<file path="src/rtl/arm_pkg.sv">
// Shared definitions for the MEM stage: SRAM sequencing states, data-memory base
// address and the byte-address to SRAM-word mapping.
package arm_pkg;

    localparam int DATA_MEM_BASE = 1024;

    typedef enum logic [1:0] {
        IDLE = 2'd0,
        LOW  = 2'd1,
        HIGH = 2'd2,
        DONE = 2'd3
    } sram_state_t;

    // Word index of a byte address relative to the base; wraps modulo 2^17.
    function automatic logic [16:0] sram_word(input logic [31:0] address, input logic [31:0] base);
        return 17'((address - base) >> 2);
    endfunction

endpackage

</file>
<file path="src/rtl/sram_controller_if.sv">
// Bundle between the MEM stage / SRAM pad (master) and the controller (slave).
interface sram_controller_if;
    logic        wr_en;
    logic        rd_en;
    logic [31:0] address;
    logic [31:0] write_data;
    logic [31:0] read_data;
    logic        ready;
    logic [17:0] sram_addr;
    logic        sram_we_n;
    logic [15:0] sram_dq_o;
    logic        sram_dq_oe;
    logic [15:0] sram_dq_i;

    modport master (
        output wr_en, rd_en, address, write_data, sram_dq_i,
        input  read_data, ready, sram_addr, sram_we_n, sram_dq_o, sram_dq_oe
    );

    modport slave (
        input  wr_en, rd_en, address, write_data, sram_dq_i,
        output read_data, ready, sram_addr, sram_we_n, sram_dq_o, sram_dq_oe
    );
endinterface

</file>
<file path="src/rtl/sram_phase_counter.sv">
// Cycle counter for one SRAM half access: clear has priority over enable, and
// o_tc flags the last cycle of the phase.
module sram_phase_counter #(
    parameter int HALF_CYCLES = 2
) (
    input  logic clk,
    input  logic rst,
    input  logic i_clear,
    input  logic i_en,
    output logic o_tc
);
    localparam int CW = (HALF_CYCLES > 1) ? $clog2(HALF_CYCLES) : 1;

    logic [CW-1:0] r_cnt;

    always_ff @(posedge clk or posedge rst) begin
        if (rst) begin
            r_cnt <= '0;
        end else if (i_clear) begin
            r_cnt <= '0;
        end else if (i_en) begin
            r_cnt <= r_cnt + CW'(1);
        end
    end

    assign o_tc = (r_cnt == CW'(HALF_CYCLES - 1));

endmodule

</file>
<file path="src/rtl/sram_controller.sv">
// Splits each 32-bit load/store into a low and a high 16-bit async-SRAM access,
// holding ready low so the pipeline freezes until the access completes.
module sram_controller
    import arm_pkg::*;
#(
    parameter int HALF_CYCLES = 2,
    parameter int BASE_ADDR   = DATA_MEM_BASE
) (
    input  logic               clk,
    input  logic               rst,
    sram_controller_if.slave   bus
);
    sram_state_t r_state;
    sram_state_t w_state_next;

    logic        r_is_write;
    logic [16:0] r_word;
    logic [31:0] r_wdata;
    logic [31:0] r_read_data;
    logic [17:0] r_addr_hold;

    logic        w_req;
    logic        w_active;
    logic        w_tc;
    logic        w_write_phase;
    logic [17:0] w_sram_addr;

    assign w_req         = bus.rd_en | bus.wr_en;
    assign w_active      = (r_state == LOW) || (r_state == HIGH);
    assign w_write_phase = w_active && r_is_write;

    sram_phase_counter #(.HALF_CYCLES(HALF_CYCLES)) u_phase_counter (
        .clk     (clk),
        .rst     (rst),
        .i_clear (~w_active | w_tc),
        .i_en    (w_active),
        .o_tc    (w_tc)
    );

    always_comb begin
        w_state_next = r_state;
        case (r_state)
            IDLE:    if (w_req) w_state_next = LOW;
            LOW:     if (w_tc)  w_state_next = HIGH;
            HIGH:    if (w_tc)  w_state_next = DONE;
            DONE:    w_state_next = IDLE;
            default: w_state_next = IDLE;
        endcase
    end

    always_ff @(posedge clk or posedge rst) begin
        if (rst) begin
            r_state     <= IDLE;
            r_is_write  <= 1'b0;
            r_word      <= '0;
            r_wdata     <= '0;
            r_read_data <= '0;
            r_addr_hold <= '0;
        end else begin
            r_state <= w_state_next;
            // Capture the request once so a dropped enable cannot disturb the access.
            if (r_state == IDLE && w_req) begin
                r_is_write <= bus.wr_en;
                r_word     <= sram_word(bus.address, 32'(BASE_ADDR));
                r_wdata    <= bus.write_data;
            end
            if (w_active) begin
                r_addr_hold <= w_sram_addr;
            end
            if (w_active && w_tc && !r_is_write) begin
                if (r_state == LOW) begin
                    r_read_data[15:0] <= bus.sram_dq_i;
                end else begin
                    r_read_data[31:16] <= bus.sram_dq_i;
                end
            end
        end
    end

    assign w_sram_addr = w_active ? {r_word, (r_state == HIGH)} : r_addr_hold;

    // Strobe released on the final cycle of each phase for address/data hold.
    assign bus.sram_we_n  = ~(w_write_phase && !w_tc);
    assign bus.sram_dq_oe = w_write_phase;
    assign bus.sram_dq_o  = w_write_phase ? ((r_state == HIGH) ? r_wdata[31:16] : r_wdata[15:0]) : 16'h0000;
    assign bus.sram_addr  = w_sram_addr;
    assign bus.read_data  = r_read_data;
    assign bus.ready      = (r_state == DONE) || ((r_state == IDLE) && !w_req);

endmodule

</file>
<file path="src/flat_wrapper.sv">
// flat-port wrapper written by rule: the top's interface ports become plain ports
module sram_controller_flat import arm_pkg::*;
#(
    parameter int HALF_CYCLES = 2,
    parameter int BASE_ADDR   = DATA_MEM_BASE
)
  (clk, rst, bus_wr_en, bus_rd_en, bus_address, bus_write_data, bus_sram_dq_i, bus_read_data, bus_ready, bus_sram_addr, bus_sram_we_n, bus_sram_dq_o, bus_sram_dq_oe);
  sram_controller_if bus_i ();
  input  logic clk;
  input  logic rst;
  input wire logic [$bits(bus_i.wr_en)-1:0] bus_wr_en;
  input wire logic [$bits(bus_i.rd_en)-1:0] bus_rd_en;
  input wire logic [$bits(bus_i.address)-1:0] bus_address;
  input wire logic [$bits(bus_i.write_data)-1:0] bus_write_data;
  input wire logic [$bits(bus_i.sram_dq_i)-1:0] bus_sram_dq_i;
  output wire logic [$bits(bus_i.read_data)-1:0] bus_read_data;
  output wire logic [$bits(bus_i.ready)-1:0] bus_ready;
  output wire logic [$bits(bus_i.sram_addr)-1:0] bus_sram_addr;
  output wire logic [$bits(bus_i.sram_we_n)-1:0] bus_sram_we_n;
  output wire logic [$bits(bus_i.sram_dq_o)-1:0] bus_sram_dq_o;
  output wire logic [$bits(bus_i.sram_dq_oe)-1:0] bus_sram_dq_oe;
  assign bus_i.wr_en = bus_wr_en;
  assign bus_i.rd_en = bus_rd_en;
  assign bus_i.address = bus_address;
  assign bus_i.write_data = bus_write_data;
  assign bus_i.sram_dq_i = bus_sram_dq_i;
  assign bus_read_data = bus_i.read_data;
  assign bus_ready = bus_i.ready;
  assign bus_sram_addr = bus_i.sram_addr;
  assign bus_sram_we_n = bus_i.sram_we_n;
  assign bus_sram_dq_o = bus_i.sram_dq_o;
  assign bus_sram_dq_oe = bus_i.sram_dq_oe;
  sram_controller #(.HALF_CYCLES(HALF_CYCLES), .BASE_ADDR(BASE_ADDR)) u_core (.clk(clk), .rst(rst), .bus(bus_i));
endmodule
</file>
<file path="config.mk">
export PLATFORM = sky130hd
export DESIGN_NAME = sram_controller_flat
export DESIGN_NICKNAME = d
export VERILOG_FILES = /design/src/rtl/arm_pkg.sv /design/src/rtl/sram_controller_if.sv /design/src/rtl/sram_phase_counter.sv /design/src/rtl/sram_controller.sv /design/src/flat_wrapper.sv
export SDC_FILE = /design/constraint.sdc
export NUM_CORES = 1
export LEC_CHECK = 0
export ABC_AREA = 1
export CORE_MARGIN = 2
export CORE_UTILIZATION = 32
export CTS_BUF_LIST = sky130_fd_sc_hd__clkbuf_4 sky130_fd_sc_hd__clkbuf_8 sky130_fd_sc_hd__clkbuf_16
export DETAILED_ROUTE_END_ITERATION = 10
export PLACE_DENSITY_LB_ADDON = 0.3
export SETUP_SLACK_MARGIN = 0.05
export SYNTH_ARGS = -nofsm -noshare
export SYNTH_HDL_FRONTEND = slang
export SYNTH_SLANG_ARGS = --single-unit
</file>
<file path="constraint.sdc">
create_clock -name clk -period 4.4 [get_ports clk]
set_input_delay 0.88 -clock clk [delete_from_list [all_inputs] [get_ports clk]]
set_output_delay 0.88 -clock clk [all_outputs]
set_load 0.01 [all_outputs]
</file>
==> results.toml <==
[floorplan]
die_h_um = 123
die_w_um = 123
rows = 43
die_area_um2 = 15100
num_io_pins = 153
initial_core_util_pct = 32.7
coreArea_um2 = 13800

[global_route]
grt_pass1_wl_mm = 17.4
grt_use_total_pct = 14.8
antenna_found_initial = 0
grt_max_degree = 54
grt_remaining_overflow = 0
grt_pass1_vias = 3707

[drt]
num_vias = 3793
firstDrtPassIters = 4
wire_per_inst_um = 12.5
drt_first_iter_violations = 197
routed_wl_mm = 10.7
ant_nets = 0
drc = 0
via_per_inst = 4.44

[power_and_ir_drop]
p_int_mw = 3.01
p_per_area_nw_per_um2 = 773
p_sw_mw = 1.87
pwr-share-clk_pct = 16.2
finalPower_mw = 4.88
p_leak_nw = 3.15
combPwrFrac_pct = 49.9
ir_worst_vdd_uv = 261
switching_share_pct = 38.4
seq_power_share_pct = 33.9

[sta]
layout_min_cycle_time_ps = 3780
max_freq_ghz = 0.264
tightest_slew_ps = 851
maxSlewHeadroom_pct = 43.2
layout_setup_ws_ps = 615
finalSetupTns_ps = 0
drv_slew = 0
finalHoldViolCount = 0
finClkSkew_ps = 7.15
holdWs_ps = 422
rsz0062_at_grt = "false"
period_share_pct = 86.0
setup_viol = 0

[clocking]
cts_hold_buf = 0
post_cts_resized = 0
insertion_delay_ps = 340
cts-root-buf = "clkbuf_16"
cts_sinks = 103
cts_buffers = 9
clock_path_buffers = 2
postCtsSetupRepairBufs = 0
cts_tree = "done"
path_clk_slew_ps = 70
htreeDepth = 3

[synth]
syn_nets = 631
synth-warning-count = 0
async_flop_share_pct = 100
synth_fa_ha_area_share_pct = 1.38
synthMuxAreaShare_pct = 0
synthFlopType = "dfrtp_1"
synth_compound_area_share_pct = 9.08
synth_top_cell_by_area = "dfrtp_1"
synth_area_um2 = 4520
synth_top_family_by_area = "simple AND/OR/NAND/NOR gates"
ys_seq_elements = 103
avgSynthCellArea_um2 = 8.34
seq_area_frac_synth_pct = 57.0
synth_top_area_share_pct = 57.0
synth-xor-area-share_pct = 0
synth_edf_count = 0
synth.distinct_cells = 23
synth-simple-area-share_pct = 25.7
synthCells = 542
synth_area_leaders = "dfrtp_1 57%, nand2_1 23%, o21ai_2 3.3%"
synth.most_common_cell = "nand2_1"
synth_commonest_cells = "277 x nand2_1, 103 x dfrtp_1, 38 x inv_1, 17 x o21ai_2"

[flow_run]
maxCapViolCount = 0

[worst_setup_path]
critical_path_class = "flip-flop to primary output"
start_kind = "flip-flop"
slowest_stage = "clkdlybuf4s50_1"
cp-end-kind = "primary output"
cp_max_fo = 19
crit_path_frequent_cell = "inv_1"
path_cells = "inv_1, ha_1, buf_4, nand2_1, inv_1, o21ai_0, a21oi_1, clkdlybuf4s50_1"
crit_arrival_ps = 2900
crit_required_ps = 3520
slowest_delay_ps = 570

[finish]
post-route-util_pct = 45.7
final_nets = 759
n_antenna_cell = 0
area_growth_pct = 39.8
drive_gt1_share_pct = 6.67

[hold_path]
hp-class = "flip-flop to flip-flop"

[placed_design]
post-place-ws_ps = 918
dpl.hpwl_mm = 7.38
routabilityCongestion = 0.832
io_buffer_count = 137

[outcome]
status = "completed"
==> cell families after synthesis <==
logic type | after synthesis
buffers and inverters | 64
AND/OR/NAND/NOR | 302
flip-flops | 103
adder cells (fa/ha/maj) | 5
AO/OA/AOI/OAI | 68
==> power by group through the flow <==
stage	Combinational [mW]	Clock (mW)	Sequential, mW
6_report	2.44	0.791	1.66
5_1_grt	2.75	0.860	1.71
4_1_cts	2.50	0.818	1.66
3_5_place_dp	2.49	0	1.67
3_3_place_gp	2.45	0	1.65
2_1_floorplan	1.32	0	1.69
==> worst paths after layout <==
path / cells past startpoint / endpoint / slack [ps] / start
setup / recovery: 8 / bus_sram_dq_o[11] / 620 / u_core.r_state[0]
hold / removal: 1 / u_core.u_phase_counter.o_tc / 420 / u_core.u_phase_counter.o_tc
setup reg to reg: 8 / u_core.bus.read_data[11] / 2140 / u_core.r_state[0]
hold reg to reg: 1 / u_core.u_phase_counter.o_tc / 420 / u_core.u_phase_counter.o_tc
max in group asynchronous: 3 / u_core.r_addr_hold[4] / 2710 / rst
min in group asynchronous: 2 / u_core.bus.read_data[8] / 970 / rst
==> flip-flops by register name, summed over array words and instances, names as in the netlist <==
| register | count |
|---|---|
| u_core.bus.read_data | 32 |
| u_core.r_wdata | 32 |
| u_core.r_addr_hold | 18 |
| u_core.r_word | 17 |
| u_core.r_state | 2 |
| u_core.r_is_write | 1 |
| u_core.u_phase_counter.o_tc | 1 |
==> cell usage in the layout, fill, tap and decap left out, drive strengths merged <==
master         Yosys  routed
clkinv             0       3
nand4              1       1
or2                1       1
o21bai             1       1
clkinvlp           0       2
ha                 5       5
o21ai             48      48
clkdlybuf4s50      0     137
dfrtp            103     103
a21oi             16      16
nand3              6       6
a31oi              3       3
nand2            279     279
bufinv             0       1
nor3               1       1
buf               15       4
nor2              14      14
clkbuf             9      10
inv               40      40
==> final cells by class <==
class / count / area (um^2)
clock buffers: 10 / 239
multi-input cells: 375 / 1650
well taps: 180 / 225
flip-flops and latches: 103 / 2580
fillers: 1317 / 7510
inverters: 40 / 155
clock inverters: 6 / 60.1
repair buffers: 141 / 1410
==> worst max-delay path, delay by kind of cell (launching register included) <==
| kind | cells | cell delay (ps) |
|---|---|---|
| AOI/OAI and AO/OA | 2 | 290 |
| adders and majority gates | 1 | 290 |
| buffers and inverters | 4 | 1210 |
| and+or+nand+nor | 1 | 370 |
| DFF | 1 | 400 |
==> metrics by stage <==
step           instance area (um^2)  instances
6_report                       6320        855
5_1_grt                        6320        855
4_1_cts                        6320        855
3_5_place_dp                   6020        839
3_3_place_gp                   6020        839
2_1_floorplan                  4520        542
==> per-layer routing <==
metal	track usage (%)	vias to the layer above	part of all wire, %
met3	3.72	11	6.7
met1	18.9	1744	45
met2	24.2	110	47
met4	5.17	0	1.2
met5	0	-	0
li1	-	1928	-
No activity file was read; power rests on OpenSTA's default activity.
==> patch, RTL diff (same flow settings) <==
Encoding of `sram_state_t`: now one-hot (4 bits for 4 states).
--- a/src/rtl/arm_pkg.sv
+++ b/src/rtl/arm_pkg.sv
@@ -4,11 +4,11 @@
 
     localparam int DATA_MEM_BASE = 1024;
 
-    typedef enum logic [1:0] {
-        IDLE = 2'd0,
-        LOW  = 2'd1,
-        HIGH = 2'd2,
-        DONE = 2'd3
+    typedef enum logic [3:0] {
+        IDLE = 4'b0001,
+        LOW  = 4'b0010,
+        HIGH = 4'b0100,
+        DONE = 4'b1000
     } sram_state_t;
 
     // Word index of a byte address relative to the base; wraps modulo 2^17.
Function: same outputs for any inputs over 10 cycles, from zero or initial values and one cycle with rst high; not proved beyond that.
==> patch against the original RTL <==
Count of clock-buffer cells in the layout rose by 2. Largest cell class unchanged. Sequential cell count rose by 2. Routed wire length rose by 16%. Power fell by 7.2%. Register-to-register slack got worse by 310 ps. Cell area rose by 2.7%. Worst setup slack improved by 120 ps. Largest power group unchanged. Area after synthesis rose by 3.4%. Combinational power fell by 18%. Sequential share of layout area fell by 0.29 points. Non-clock buffer count rose by 2.
==> patch: results (changes against the original RTL) <==
* Clock buffer count at 12 (+2)
* Syn-to-layout area delta at 38.8%
* M3 GR Usage at 5.41% (+1.7 points)
* Critical path fanouts, max at 18 (-1)
* Met1 usage at 21.0% (+2.1 points)
* Unique masters post-synth at 27 (+17%)
* First-pass GRT wire length at 20500 um (+18%)
* Placer Congestion at 0.848 (+1.9%)
* Multi-input combinational area share at 26.9% (+0.81 points)
* Non-clk invs at 36 (-10%)
* R2R setup slack at 1830 ps (-310 ps)
* Vias at 4164 (+9.8%)
* Placed cells at 870 (+3.7%)
* Total Routing Usage GR at 16.4% (+1.7 points)
* HP Start: u_core.r_addr_hold[0]
* Maximum VDD drop at 0.413 mV (+58%)
* Seq_cells at 105 (+1.9%)
* Post-synthesis net count at 656 (+4.0%)
* Gate Count Post-Synth at 571 (+5.4%)
* Final Hold Slack at 468 ps (+46.0 ps)
* Fin cells at 885 (+3.5%)
* Top post-synthesis cells by area: dfrtp_1 (56%), nand2_1 (22%), nand3_1 (4.5%)
* Sequential area share after synthesis at 56.2% (-0.79 points)
* Detail Placement HPWL at 8420 um (+14%)
* Synth Area per Inst at 8.19 um2 (-1.8%)
* Status: complete, no violations
* Delay-heaviest family, CP: simple AND/OR/NAND/NOR gates
* Endpoint, Worst Hold: u_core.r_addr_hold[0]
* Bufs w/o clock at 143 (+1.4%)
* Worst Path Arrival at 2790 ps (-110 ps)
* Placed Area at 6170 um2 (+2.5%)
* Avg WL per Cell at 14.1 um (+12%)
* Worst reg2reg path depth at 3 (-5)
* Met2 WL at 5910 um (+17%)
* Leak at 3.26 nW (+3.6%)
* Crit. Startpoint: u_core.r_state[1]
patch: logic make-up (layout without fill, tap and decap cells):
logic type | count (synthesis) | count (layout) | synth area share, %
DFF | 105 | 105 | 56.2
AOI/OAI and AO/OA | 42 | 42 | 4.58
xor gates and xnor gates | 1 | 1 | 0.187
buffers and inverters | 64 | 194 | 6.45
adders and majority gates | 1 | 1 | 0.268
and+or+nand+nor | 358 | 358 | 32.3
patch: how the worst max path moves through the flow:
stage | to | slack (ps) | depth (start not counted)
floorplan | u_core.bus.read_data[0] | 760 | 1
global placement | bus_sram_dq_o[14] | 1140 | 6
global route | bus_sram_dq_o[13] | 580 | 6
finish | bus_sram_dq_o[14] | 730 | 6
detailed placement | bus_sram_dq_o[14] | 1120 | 6
CTS | bus_sram_dq_o[14] | 720 | 6
patch: power by group:
part           switching (W)  internal, W
Combinational        0.00111     0.000884
Clock               0.000344     0.000523
Sequential          0.000242      0.00143
